===== config.mk =====
export PLATFORM = sky130hd
export DESIGN_NAME = dmem_bytelane_flat
export DESIGN_NICKNAME = d
export VERILOG_FILES = /design/src/rtl/dmem_pkg.sv /design/src/rtl/dmem_bytelane_if.sv /design/src/rtl/dmem_load_align.sv /design/src/rtl/dmem_bytelane.sv /design/src/flat_wrapper.sv
export SDC_FILE = /design/constraint.sdc
export NUM_CORES = 1
export LEC_CHECK = 0
export CAP_MARGIN = 30
export CORE_MARGIN = 8
export CORE_UTILIZATION = 35
export CTS_CLUSTER_DIAMETER = 150
export DETAILED_ROUTE_END_ITERATION = 10
export GPL_TIMING_DRIVEN = 0
export PLACE_DENSITY = 0.61
export SYNTH_ARGS = -nofsm -noshare
export SYNTH_HDL_FRONTEND = slang
export SYNTH_SLANG_ARGS = --single-unit

===== constraint.sdc =====
create_clock -name clk -period 5.4 [get_ports clk]
set_input_delay 1.62 -clock clk [delete_from_list [all_inputs] [get_ports clk]]
set_output_delay 1.62 -clock clk [all_outputs]
set_load 0.01 [all_outputs]

===== src/rtl/dmem_pkg.sv =====
// Shared definitions for the byte-lane data memory: access sizes, FSM states
// and the lane-mask / alignment helpers used by the top level.
package dmem_pkg;

  localparam logic [1:0] SZ_B = 2'b00;
  localparam logic [1:0] SZ_H = 2'b01;
  localparam logic [1:0] SZ_W = 2'b10;
  localparam logic [1:0] SZ_R = 2'b11;

  typedef enum logic {
    ST_INIT  = 1'b0,
    ST_READY = 1'b1
  } state_e;

  // Byte lanes touched by an aligned access of the given size at the given lane.
  function automatic logic [3:0] lane_mask(input logic [1:0] size, input logic [1:0] lane);
    case (size)
      SZ_B:    lane_mask = 4'b0001 << lane;
      SZ_H:    lane_mask = lane[1] ? 4'b1100 : 4'b0011;
      SZ_W:    lane_mask = 4'b1111;
      default: lane_mask = 4'b0000;
    endcase
  endfunction

  function automatic logic is_misaligned(input logic [1:0] size, input logic [1:0] lane);
    is_misaligned = (size == SZ_R) ||
                    ((size == SZ_H) && lane[0]) ||
                    ((size == SZ_W) && (lane != 2'b00));
  endfunction

endpackage


===== src/rtl/dmem_bytelane_if.sv =====
// Access bus between the CPU datapath and the data memory.
interface dmem_bytelane_if #(
  parameter int ADDR_W = 7
) ();

  logic              ena;
  logic              wena;
  logic [1:0]        size;
  logic              sign_ext;
  logic [ADDR_W-1:0] addr;
  logic [31:0]       data_in;
  logic [31:0]       data_out;
  logic              misalign;
  logic              busy;

  modport master (
    output ena, wena, size, sign_ext, addr, data_in,
    input  data_out, misalign, busy
  );

  modport slave (
    input  ena, wena, size, sign_ext, addr, data_in,
    output data_out, misalign, busy
  );

endinterface


===== src/rtl/dmem_load_align.sv =====
// Selects the addressed byte/half/word from a memory word and right-aligns it
// with sign or zero extension.
module dmem_load_align
  import dmem_pkg::*;
(
  input  logic [31:0] word,
  input  logic [1:0]  lane,
  input  logic [1:0]  size,
  input  logic        sign_ext,
  output logic [31:0] result
);

  logic [7:0]  byte_v;
  logic [15:0] half_v;

  always_comb begin
    byte_v = word[{lane, 3'b000} +: 8];
    half_v = lane[1] ? word[31:16] : word[15:0];
    result = '0;
    case (size)
      SZ_B:    result = {{24{sign_ext & byte_v[7]}}, byte_v};
      SZ_H:    result = {{16{sign_ext & half_v[15]}}, half_v};
      SZ_W:    result = word;
      default: result = '0;
    endcase
  end

endmodule


===== src/rtl/dmem_bytelane.sv =====
// Byte-lane data memory: four byte banks, sub-word stores with lane enables,
// extended sub-word loads, misalignment flag and a post-reset zero-fill sweep.
module dmem_bytelane
  import dmem_pkg::*;
#(
  parameter int DEPTH     = 32,
  parameter int ADDR_W    = 7,
  parameter bit INIT_ZERO = 1'b1
) (
  input  logic           clk,
  input  logic           rst_n,
  dmem_bytelane_if.slave bus
);

  localparam int IDX_W = ADDR_W - 2;

  state_e            state_q, state_d;
  logic [IDX_W-1:0]  init_cnt_q, init_cnt_d;
  logic              busy;
  logic [IDX_W-1:0]  word_idx;
  logic [1:0]        lane;
  logic              misalign;
  logic              wr_en;
  logic              rd_en;
  logic [3:0]        mem_we;
  logic [IDX_W-1:0]  mem_idx;
  logic [31:0]       mem_wd;
  logic [31:0]       rd_word;
  logic [31:0]       aligned;

  always_comb begin
    state_d    = state_q;
    init_cnt_d = init_cnt_q;
    if (state_q == ST_INIT) begin
      init_cnt_d = init_cnt_q + 1'b1;
      if (init_cnt_q == IDX_W'(DEPTH - 1)) state_d = ST_READY;
    end
  end

  always_ff @(posedge clk or negedge rst_n) begin
    if (!rst_n) begin
      state_q    <= INIT_ZERO ? ST_INIT : ST_READY;
      init_cnt_q <= '0;
    end else begin
      state_q    <= state_d;
      init_cnt_q <= init_cnt_d;
    end
  end

  assign busy     = (state_q == ST_INIT);
  assign word_idx = bus.addr[ADDR_W-1:2];
  assign lane     = bus.addr[1:0];
  assign misalign = bus.ena & ~busy & is_misaligned(bus.size, lane);
  assign wr_en    = bus.ena & bus.wena & ~busy & ~misalign;
  assign rd_en    = bus.ena & ~bus.wena & ~busy & ~misalign;

  // The sweep owns the write port while busy; store data is replicated so each
  // enabled lane picks its bytes from the matching position.
  always_comb begin
    mem_we  = 4'b0000;
    mem_idx = word_idx;
    mem_wd  = '0;
    if (busy) begin
      mem_we  = 4'b1111;
      mem_idx = init_cnt_q;
    end else if (wr_en) begin
      mem_we = lane_mask(bus.size, lane);
      case (bus.size)
        SZ_B:    mem_wd = {4{bus.data_in[7:0]}};
        SZ_H:    mem_wd = {2{bus.data_in[15:0]}};
        default: mem_wd = bus.data_in;
      endcase
    end
  end

  for (genvar b = 0; b < 4; b++) begin : g_bank
    logic [7:0] mem [DEPTH];

    always_ff @(posedge clk) begin
      if (mem_we[b]) mem[mem_idx] <= mem_wd[8*b +: 8];
    end

    assign rd_word[8*b +: 8] = mem[word_idx];
  end

  dmem_load_align u_align (
    .word     (rd_word),
    .lane     (lane),
    .size     (bus.size),
    .sign_ext (bus.sign_ext),
    .result   (aligned)
  );

  assign bus.data_out = rd_en ? aligned : 32'h0;
  assign bus.misalign = misalign;
  assign bus.busy     = busy;

endmodule

===== src/flat_wrapper.sv =====
// flat-port wrapper written by rule: the top's interface ports become plain ports
module dmem_bytelane_flat import dmem_pkg::*;
#(
  parameter int DEPTH     = 32,
  parameter int ADDR_W    = 7,
  parameter bit INIT_ZERO = 1'b1
)
  (clk, rst_n, bus_ena, bus_wena, bus_size, bus_sign_ext, bus_addr, bus_data_in, bus_data_out, bus_misalign, bus_busy);
  dmem_bytelane_if #(.ADDR_W(ADDR_W)) bus_i ();
  input  logic clk;
  input  logic rst_n;
  input wire logic [$bits(bus_i.ena)-1:0] bus_ena;
  input wire logic [$bits(bus_i.wena)-1:0] bus_wena;
  input wire logic [$bits(bus_i.size)-1:0] bus_size;
  input wire logic [$bits(bus_i.sign_ext)-1:0] bus_sign_ext;
  input wire logic [$bits(bus_i.addr)-1:0] bus_addr;
  input wire logic [$bits(bus_i.data_in)-1:0] bus_data_in;
  output wire logic [$bits(bus_i.data_out)-1:0] bus_data_out;
  output wire logic [$bits(bus_i.misalign)-1:0] bus_misalign;
  output wire logic [$bits(bus_i.busy)-1:0] bus_busy;
  assign bus_i.ena = bus_ena;
  assign bus_i.wena = bus_wena;
  assign bus_i.size = bus_size;
  assign bus_i.sign_ext = bus_sign_ext;
  assign bus_i.addr = bus_addr;
  assign bus_i.data_in = bus_data_in;
  assign bus_data_out = bus_i.data_out;
  assign bus_misalign = bus_i.misalign;
  assign bus_busy = bus_i.busy;
  dmem_bytelane #(.DEPTH(DEPTH), .ADDR_W(ADDR_W), .INIT_ZERO(INIT_ZERO)) u_core (.clk(clk), .rst_n(rst_n), .bus(bus_i));
endmodule

Yosys cells after proc, flatten, opt, wreduce, memory -nomap -nowiden

Memory sizes are Yosys's and may differ from the RTL's.
Index checks and enable logic that the tools add are counted.

Latch bits: 0
Input port bits: 46
Bits in writable memories: 1024
ROM bits: 0
Flip-flop bits (word level): 6
Memories kept: 4
Logic and storage cells: 53
Output and inout port bits: 34

Add/sub/neg operators: 1
$mul: 0
$lt $le $gt $ge: 0
Divide/modulo/power cells: 0
Equality and inequality tests: 4
Muxes and demuxes: 21
Shift-type cells: 2
Bitwise gates (word level): 13
Reduce and logical (&&, ||, !) cells: 6

Memories:

| name                 | depth | bits a word | rd ports | clocked after Yosys merged registers in | write ports | line                | text |
|---|---|---|---|---|---|---|---|
| u_core.g_bank[0].mem | 32    | 8           | 1        | 0                                       | 1           | dmem_bytelane.sv:77 | `logic [7:0] mem [DEPTH];` |
| u_core.g_bank[1].mem | 32    | 8           | 1        | 0                                       | 1           | dmem_bytelane.sv:77 |  |
| u_core.g_bank[2].mem | 32    | 8           | 1        | 0                                       | 1           | dmem_bytelane.sv:77 |  |
| u_core.g_bank[3].mem | 32    | 8           | 1        | 0                                       | 1           | dmem_bytelane.sv:77 |  |

Operators by type and width:

| operator                                         | count |
|---|---|
| 2-to-1 mux 32 bit                                | 3 |
| case mux 32 bit (3 select lines)                 | 1 |
| case mux 32 bit (2 select lines)                 | 1 |
| indexed part select 32 x 6 -> 8 bit              | 1 |
| 2-to-1 mux 16 bit                                | 1 |
| 2-to-1 mux 4 bit                                 | 3 |
| case mux 4 bit (3 select lines)                  | 1 |
| bitwise AND 1 bit                                | 10 |
| 2-to-1 mux 1 bit                                 | 10 |
| adder 5 x 1 -> 5 bit (second input constant)     | 1 |
| == test 5 bit (second input constant)            | 1 |
| 2-to-1 mux 5 bit                                 | 1 |
| == test 2 bit (second input constant)            | 2 |
| left shift 1 x 2 -> 4 bit (first input constant) | 1 |
| NOT 1 bit                                        | 3 |
| == test 2 x 1 -> 1 bit (second input constant)   | 1 |
| logical AND 1 bit                                | 2 |
| zero test 2 bit                                  | 1 |
| logical OR 1 bit                                 | 2 |
| nonzero test 2 bit                               | 1 |

Longest topological paths before layout

Gate-level depths: netlist of run 1.

Word-level depth: 11
Mapped depth: 11

By module

From an unflattened synthesis of run 1, not the netlist that was laid out.

Cell total of the unflattened synthesis: 2642
Area total of the unflattened synthesis: 42539.5 µm²

By module, submodules not included:

| module          | times used | seq. area each (µm²) | cells each | area each (µm²) |
|---|---|---|---|---|
| dmem_bytelane   | 1          | 30899.6              | 2525       | 41750.0 |
| dmem_load_align | 1          | 0.0                  | 117        | 789.5 |

Least setup slack after synthesis of run 1

OpenSTA, ideal clock, no wires.

Path type: in2out
Start: input port bus_addr[4]
End: output port bus_data_out[14]
Data arrival time: 3.382 ns
Path buffers: 4
Data required time: 3.780 ns
Path slack: 0.398 ns
Cell stages on the path: 11
Path through: buf_6 > and2_1 > buf_4 > buf_6 > a22oi_1 > a21oi_1 > nor4_1 > a22oi_1 > a31o_2 > buf_6 > o21ai_1

Cells in the longest elaborated chain, start to end: 5

RTL lines:

| what                                 | line                  | text |
|---|---|---|
| start: declaration                   | flat_wrapper.sv:16    | `input wire logic [$bits(bus_i.addr)-1:0] bus_addr;` |
| memory read (32 x 8 bit)             | --                    |  |
| indexed part select 32 x 6 -> 8 bit  | dmem_load_align.sv:17 | `byte_v = word[{lane, 3'b000} +: 8];` |
| bitwise AND 1 bit                    | dmem_load_align.sv:21 | `SZ_B: result = {{24{sign_ext & byte_v[7]}}, byte_v};` |
| case mux 32 bit (3 select lines) (*) | dmem_load_align.sv:20 | `case (size)` |
| 2-to-1 mux 32 bit (*)                | dmem_bytelane.sv:94   | `assign bus.data_out = rd_en ? aligned : 32'h0;` |
| end: declaration                     | flat_wrapper.sv:18    | `output wire logic [$bits(bus_i.data_out)-1:0] bus_data_out;` |

Every way passes the cells marked *; elsewhere a longest branch is shown, timed or not.

Final worst setup path of run 1

Start: input port bus_addr[2]
End: output port bus_data_out[2]

Cells in the longest elaborated chain, start to end: 4

RTL lines:

| what                                                                            | line |
|---|---|
| memory read (32 x 8 bit)                                                        | -- |
| indexed part select 32 x 6 -> 8 bit / 2-to-1 mux 16 bit (equally long branches) | dmem_load_align.sv:17, dmem_load_align.sv:18 |
| case mux 32 bit (3 select lines) (*)                                            | dmem_load_align.sv:20 |
| 2-to-1 mux 32 bit (*)                                                           | dmem_bytelane.sv:94 |

Marks and branches as above.

==> run_results.csv, run 1 <==
group,metric,value,unit
run_status,outcome,"complete, but fails checks",
run_status,violations,"negative setup slack",
setup_path,timing.rr.end,"u_core.g_bank[2].mem[16][4]$_DFFE_PP_",
synth,yosys_warnings,0,
global_route,grt_pass1_vias,23324,
job,drv_cap,0,
floorplanning,std_cell_rows,126,
floorplanning,core,0.118,mm^2
power_and_ir_drop,internal_power,12.9,mW
synth,synthDistinctLibCells,52,
clock_network,path_clk_slew,60,ps
sta,maxSlewHeadroom,29.0,%
setup_path,end_kind,"primary output",
clock_network,root_buffer,"clkbuf_16",
sta,rsz0062_at_grt,"yes",
place,gp_congestion,0.933,
detailed_routing,num_vias,22880,
detailed_routing,drtIter0Drc,2870,
setup_path,crit_fanout,6,
setup_path,slowest_stage,"mux4_2",
worst_hold_path,min_path_type,"flip-flop to flip-flop",
setup_path,reg2reg_depth,10,
setup_path,r2r_slack,1170,ps
global_route,track_usage,17.7,%
synth,seq_area_frac_synth,74.1,%
cells_and_area,fillers,9944,
floorplanning,die_y,361,um
floorplanning,dieArea,0.130,mm^2
setup_path,cp-start-kind,"primary input",
power_and_ir_drop,pwr-share-comb,6.8,%
place,dp_hpwl,83.7,mm
floorplanning,ios,80,
worst_hold_path,whs_path_depth,1,
clock_network,numCtsBuffers,100,
global_route,antenna_found_initial,3,
sta,fmax,0.178,GHz
detailed_routing,drc_errors,0,
clock_network,htreeDepth,3,
sta,tns,-2000,ps
place,portBuffers,75,
synth,synth.avg_cell_area,19.9,um^2
power_and_ir_drop,ir_drop,0.000244,V
sta,hold_viol,0,
cells_and_area,nNetsFinal,2481,
power_and_ir_drop,p_sw,3.57,mW
worst_hold_path,hold_end,"u_core.init_cnt_q[4]$_DFFE_PN0N_",
synth,synth-seq-cells,1030,
sta,fin_skew,15.5,ps
worst_hold_path,min-delay-start,"u_core.init_cnt_q[4]$_DFFE_PN0N_",
global_route,grt_pass1_wl,169,mm
clock_network,clk_latency,660,ps
cells_and_area,drive_above_1_share,35.7,%
floorplanning,die_x,361,um
synth,synth-main-ff-cell,"edfxtp_1",
detailed_routing,wirelength,119,mm
sta,fin_crit_sh,104,%
power_and_ir_drop,pwr-share-clk,40.0,%
detailed_routing,drt-pass1-iter-count,6,
detailed_routing,vias_per_cell,5.65,
detailed_routing,wire_per_inst,29.5,um
sta,post-route-min-period,5600,ps
global_route,grt_max_degree,33,
setup_path,path_common_cell,"buf_12",
power_and_ir_drop,leakage,18.7,nW
clock_network,clockBufferDepth,3,
floorplanning,start_util,35.3,%
sta,setup_slack,-203,ps
sta,setup_viol,29,
setup_path,critical_path_class,"primary input to primary output",
global_route,grt.overflow.total,0,
setup_path,worstPathRequired,3780,ps
setup_path,cp_data_arrival_time,3980,ps
cells_and_area,final_util,43.3,%
setup_path,crit_chain,"buf_12, buf_12, buf_12, buf_8, buf_6, mux4_2, mux4_2, nand2b_4, a32oi_2, a31oi_2, buf_2",
detailed_routing,ant_nets,0,
sta,slew_viol_final,0,
clock_network,ctsHoldBuffers,0,
setup_path,regToRegStartpoint,"u_core.state_q$_DFF_PN0_",
synth,syn_nets,2147,
setup_path,critPathMaxStageDelay,500,ps
synth,syn-cell-area,0.0417,mm^2
clock_network,cts.sinks,1030,
setup_path,critPathTopFamily,"multiplexers",
power_and_ir_drop,netSwitchingFraction,21.7,%
cells_and_area,syn_to_final_growth,22.7,%
synth,synth_cells,2099,
synth,async_flop_share,0.583,%
clock_network,cts_tree,"built",
synth,synth_enable_flop_cells,1024,
setup_path,worst-path-buf-inv,6,
power_and_ir_drop,powerDensity,321,mW/mm^2
power_and_ir_drop,p_seq_share,53.1,%
sta,tightestPinTransition,1060,ps
[layer usage]
metal | global-route usage (%) | share of wire (%) | up-vias
li1 | - | - | 9366
met1 | 23.2 | 39 | 12047
met2 | 27.1 | 45 | 1237
met3 | 7.18 | 12 | 222
met4 | 4.98 | 2.9 | 8
met5 | 0.629 | 0.13 | -
[power by group through the flow]
| stage | Sequential, mW | Combinational [mW] | Clock, mW |
|---|---|---|---|
| final | 8.73 | 1.12 | 6.57 |
| after global routing | 8.72 | 1.15 | 6.96 |
| after CTS | 8.73 | 1.05 | 6.67 |
| after detailed placement | 8.90 | 0.849 | 0 |
| after global placement | 8.91 | 0.798 | 0 |
| after floorplan | 8.90 | 0.466 | 0 |
[metrics by stage]
step	power (mW)	hold slack [ps]	setup slack [ps]	area, um^2	cells
2_1_floorplan	9.37	510	398	41700	2099
3_3_place_gp	9.70	540	-1680	44400	3710
3_5_place_dp	9.75	556	-1740	45400	3803
4_1_cts	16.4	570	-194	50600	4022
5_1_grt	16.8	596	-212	51200	4048
6_report	16.4	586	-203	51200	4050
[worst register-to-register path, stage by stage (launching register included)]
cell and delay (ps):
dfrtp_1 320, clkbuf_1 570, nand2_1 160, nor2_1 190, clkbuf_4 280, nand2_1 480
nor2_1 260, nor2_1 120, clkbuf_1 360, nor3_1 910, buf_2 300
[what timing repair did]
| item | in CTS | in global routing |
|---|---|---|
| setup endpoints to repair | 32 | 32 |
| setup buffers | 36 | 9 |
| gates cloned | 6 | 6 |
| gates resized for setup | 496 | 55 |
| pin swaps | 42 | 35 |
[worst max path at each step]
stage / from / endpoint / slack (ps) / cells after the start
final: bus_addr[2] / bus_data_out[2] / -200 / 11
after global routing: bus_addr[2] / bus_data_out[2] / -210 / 11
after CTS: bus_addr[2] / bus_data_out[1] / -190 / 11
after detailed placement: bus_addr[2] / bus_data_out[22] / -1740 / 12
after global placement: bus_addr[2] / bus_data_out[22] / -1680 / 12
after floorplan: bus_addr[4] / bus_data_out[14] / 400 / 11
[layout make-up]
cell class | instances | area (um^2) | area share [%]
tap | 1536 | 1920 | 3.76
sequential | 1030 | 30900 | 60.4
clock inverter | 55 | 362 | 0.707
multi-input combinational | 922 | 11200 | 22.0
clock buffer | 126 | 2660 | 5.21
buffer | 141 | 1500 | 2.93
timing repair buffer | 233 | 2540 | 4.97
antenna | 2 | 5.00 | 0.00978
inverter | 5 | 22.5 | 0.0440
[state kept, by name (all words and copies together), names as in the netlist]
register,flops
u_core.state_q,1
u_core.g_bank.mem,1024
u_core.init_cnt_q,5
[cell families (layout without fill, tap and decap cells)]
logic type,after synthesis,after routing,synth area share [%]
xor+xnor,3,3,0.0630
other cells,0,2,0
fa+ha+maj,2,2,0.0600
flops,1030,1030,74.1
buf+inv,147,560,2.31
simple gates,362,362,4.05
mux,387,387,16.3
compound gates,168,168,3.17
[cell usage after synthesis, types with 15 or more instances]
library cell	number	area [um^2]
mux4_2	227	5110
nor2_1	82	308
nand3_1	29	145
buf_2	30	150
mux2i_1	152	1520
a21oi_1	37	185
buf_6	31	349
nand2_1	102	383
a22oi_1	48	360
clkbuf_1	50	188
a32oi_1	22	193
a32o_1	15	150
nor3_1	93	465
edfxtp_1	1024	30700
buf_4	21	158
[placed cells by master, fill, tap and decap left out, types with 28 or more instances in the layout]
master,synthesis,routed
buf_2,30,79
buf_6,31,41
nor3_1,93,65
clkbuf_16,0,108
buf_12,1,44
clkdlybuf4s50_1,0,39
mux4_2,227,230
edfxtp_1,1024,1024
clkbuf_1,50,56
nor2_1,82,64
nor3_2,0,28
buf_8,4,45
buf_4,21,51
nand2_1,102,100
mux2i_1,152,103
mux2i_4,0,30
No activity file was read; power rests on OpenSTA's default activity.
==> run 2, diff against run 1 <==
- clock period: 5.4 -> 6.68 ns (I/O delays scaled with it)
==> run_results.csv, run 2 (same netlist as run 1, synthesis figures left out) <==
group,metric,value,unit
global_route,grt_max_degree,33,
detailed_routing,wl_met2,53.1,mm
place,gp_congestion,0.933,
global_route,grt_pass1_vias,23087,
setup_path,critPathTopFamily,"multiplexers",
floorplanning,die_x,361,um
sta,holdWs,570,ps
global_route,antenna_found_initial,7,
place,dpl_cell_area,0.0454,mm^2
detailed_routing,drt-pass1-iter-count,6,
floorplanning,die_y,361,um
setup_path,critPathMaxStageDelay,570,ps
sta,hold_viol,0,
cells_and_area,max_flop_register,"u_core.g_bank.mem",
setup_path,path_common_cell,"buf_12",
setup_path,worstPathRequired,4680,ps
detailed_routing,ant_nets,0,
sta,slew_viol_final,0,
place,place_ws,-1230,ps
job,drv_cap,0,
setup_path,regToRegStartpoint,"u_core.state_q$_DFF_PN0_",
detailed_routing,vias_per_cell,5.65,
global_route,track_usage,17.4,%
global_route,grt_pass1_wl,166,mm
cells_and_area,syn_to_final_growth,19.9,%
setup_path,critical_path_class,"primary input to primary output",
sta,fin_crit_sh,100,%
worst_hold_path,min_path_type,"flip-flop to flip-flop",
floorplanning,std_cell_rows,126,
detailed_routing,met1_length,46.3,mm
setup_path,end_kind,"primary output",
clock_network,path_clk_slew,60,ps
clock_network,clockBufferDepth,3,
detailed_routing,dr.max_layer_used,"met5",
setup_path,r2r_slack,2480,ps
place,portBuffers,75,
sta,post-route-min-period,6690,ps
sta,maxSlewHeadroom,28.6,%
power_and_ir_drop,leakage,18.4,nW
run_status,violations,"negative setup slack",
sta,fin_skew,17.4,ps
cells_and_area,final_area,0.0500,mm^2
setup_path,worst-path-buf-inv,4,
setup_path,slowest_stage,"mux4_1",
detailed_routing,wl_met3,14.4,mm
sta,setup_slack,-7.97,ps
clock_network,cts.sinks,1030,
cells_and_area,final_util,42.4,%
setup_path,crit_chain,"buf_2, buf_12, buf_12, mux4_1, mux4_2, nand2b_1, a32oi_2, a31oi_1, dlygate4sd2_1",
cells_and_area,layout_commonest_cell,"edfxtp_1",
power_and_ir_drop,ir_drop,0.000195,V
cells_and_area,largest_reg_flops,1024,
setup_path,cp-startpoint,"bus_addr[2]",
setup_path,cp_data_arrival_time,4680,ps
detailed_routing,num_vias,22744,
cells_and_area,final_cell_mix,"edfxtp_1 (1024), mux4_2 (228), mux2i_1 (116)",
clock_network,clk_latency,670,ps
sta,tightestPinTransition,1040,ps
clock_network,root_buffer,"clkbuf_16",
floorplanning,start_util,35.3,%
clock_network,numCtsBuffers,100,
run_status,outcome,"complete, but fails checks",
sta,setup_viol,1,
power_and_ir_drop,powerDensity,264,mW/mm^2
cells_and_area,reg_top3,"u_core.g_bank.mem (1024), u_core.init_cnt_q (5), u_core.state_q (1)",
setup_path,crit_fanout,10,
detailed_routing,drtIter0Drc,2870,
floorplanning,ios,80,
floorplanning,dieArea,0.130,mm^2
place,dp_hpwl,83.7,mm
setup_path,cp-start-kind,"primary input",
detailed_routing,drc_errors,0,
detailed_routing,wirelength,117,mm
clock_network,htreeDepth,3,
cells_and_area,drive_above_1_share,31.6,%
floorplanning,core,0.118,mm^2
global_route,grt.overflow.total,0,
clock_network,cts_tree,"built",
detailed_routing,wire_per_inst,29.2,um
cells_and_area,antenna_cells,0,
sta,fmax,0.150,GHz
worst_hold_path,min-delay-start,"u_core.init_cnt_q[4]$_DFFE_PN0N_",
cells_and_area,nNetsFinal,2458,
==> run 2: per-layer routing <==
layer | vias up | GRT usage (%)
li1 | 9321 | -
met3 | 236 | 7.00
met5 | - | 1.63
met4 | 12 | 5.08
met1 | 11913 | 22.9
met2 | 1262 | 26.6
==> run 2: cell type report <==
type	count	area, um^2
buffer	142	1230
clock buffer	126	2660
clock inverter	55	362
fill	10100	68100
inverter	5	18.8
multi-input combinational	922	10800
sequential	1030	30900
tap	1536	1920
timing repair buffer	209	2110
==> run 2: timing repair <==
item | CTS | global route
hold buffers | 0 | 0
gates resized for setup | 238 | 40
pin swaps | 20 | 8
buffers inserted | 22 | 7
setup endpoints to repair | 32 | 13
==> run 2: path summary, 6_finish.rpt <==
kind                                                         end  cells after the start
max reg2reg                u_core.g_bank[2].mem[16][0]$_DFFE_PP_                     10
max in group asynchronous       u_core.init_cnt_q[3]$_DFFE_PN0N_                      1
min                             u_core.init_cnt_q[4]$_DFFE_PN0N_                      1
min in group asynchronous       u_core.init_cnt_q[2]$_DFFE_PN0N_                      1
max                                              bus_data_out[0]                      9
min reg2reg                     u_core.init_cnt_q[4]$_DFFE_PN0N_                      1
==> run 2: through the flow <==
step / instances / power [mW] / setup TNS (ps)
finish: 4025 / 13.2 / -7.97
global route: 4025 / 13.5 / -6.17
CTS: 4006 / 13.2 / -10.3
detailed placement: 3803 / 7.88 / -32340
global placement: 3710 / 7.84 / -139340
floorplan: 2099 / 7.57 / 0
==> run 2: report_power, final <==
| group | total [mW] | switching [mW] | internal (mW) |
|---|---|---|---|
| clock network | 5.32 | 2.36 | 2.96 |
| logic | 0.822 | 0.509 | 0.313 |
| registers | 7.06 | 0.000161 | 7.06 |
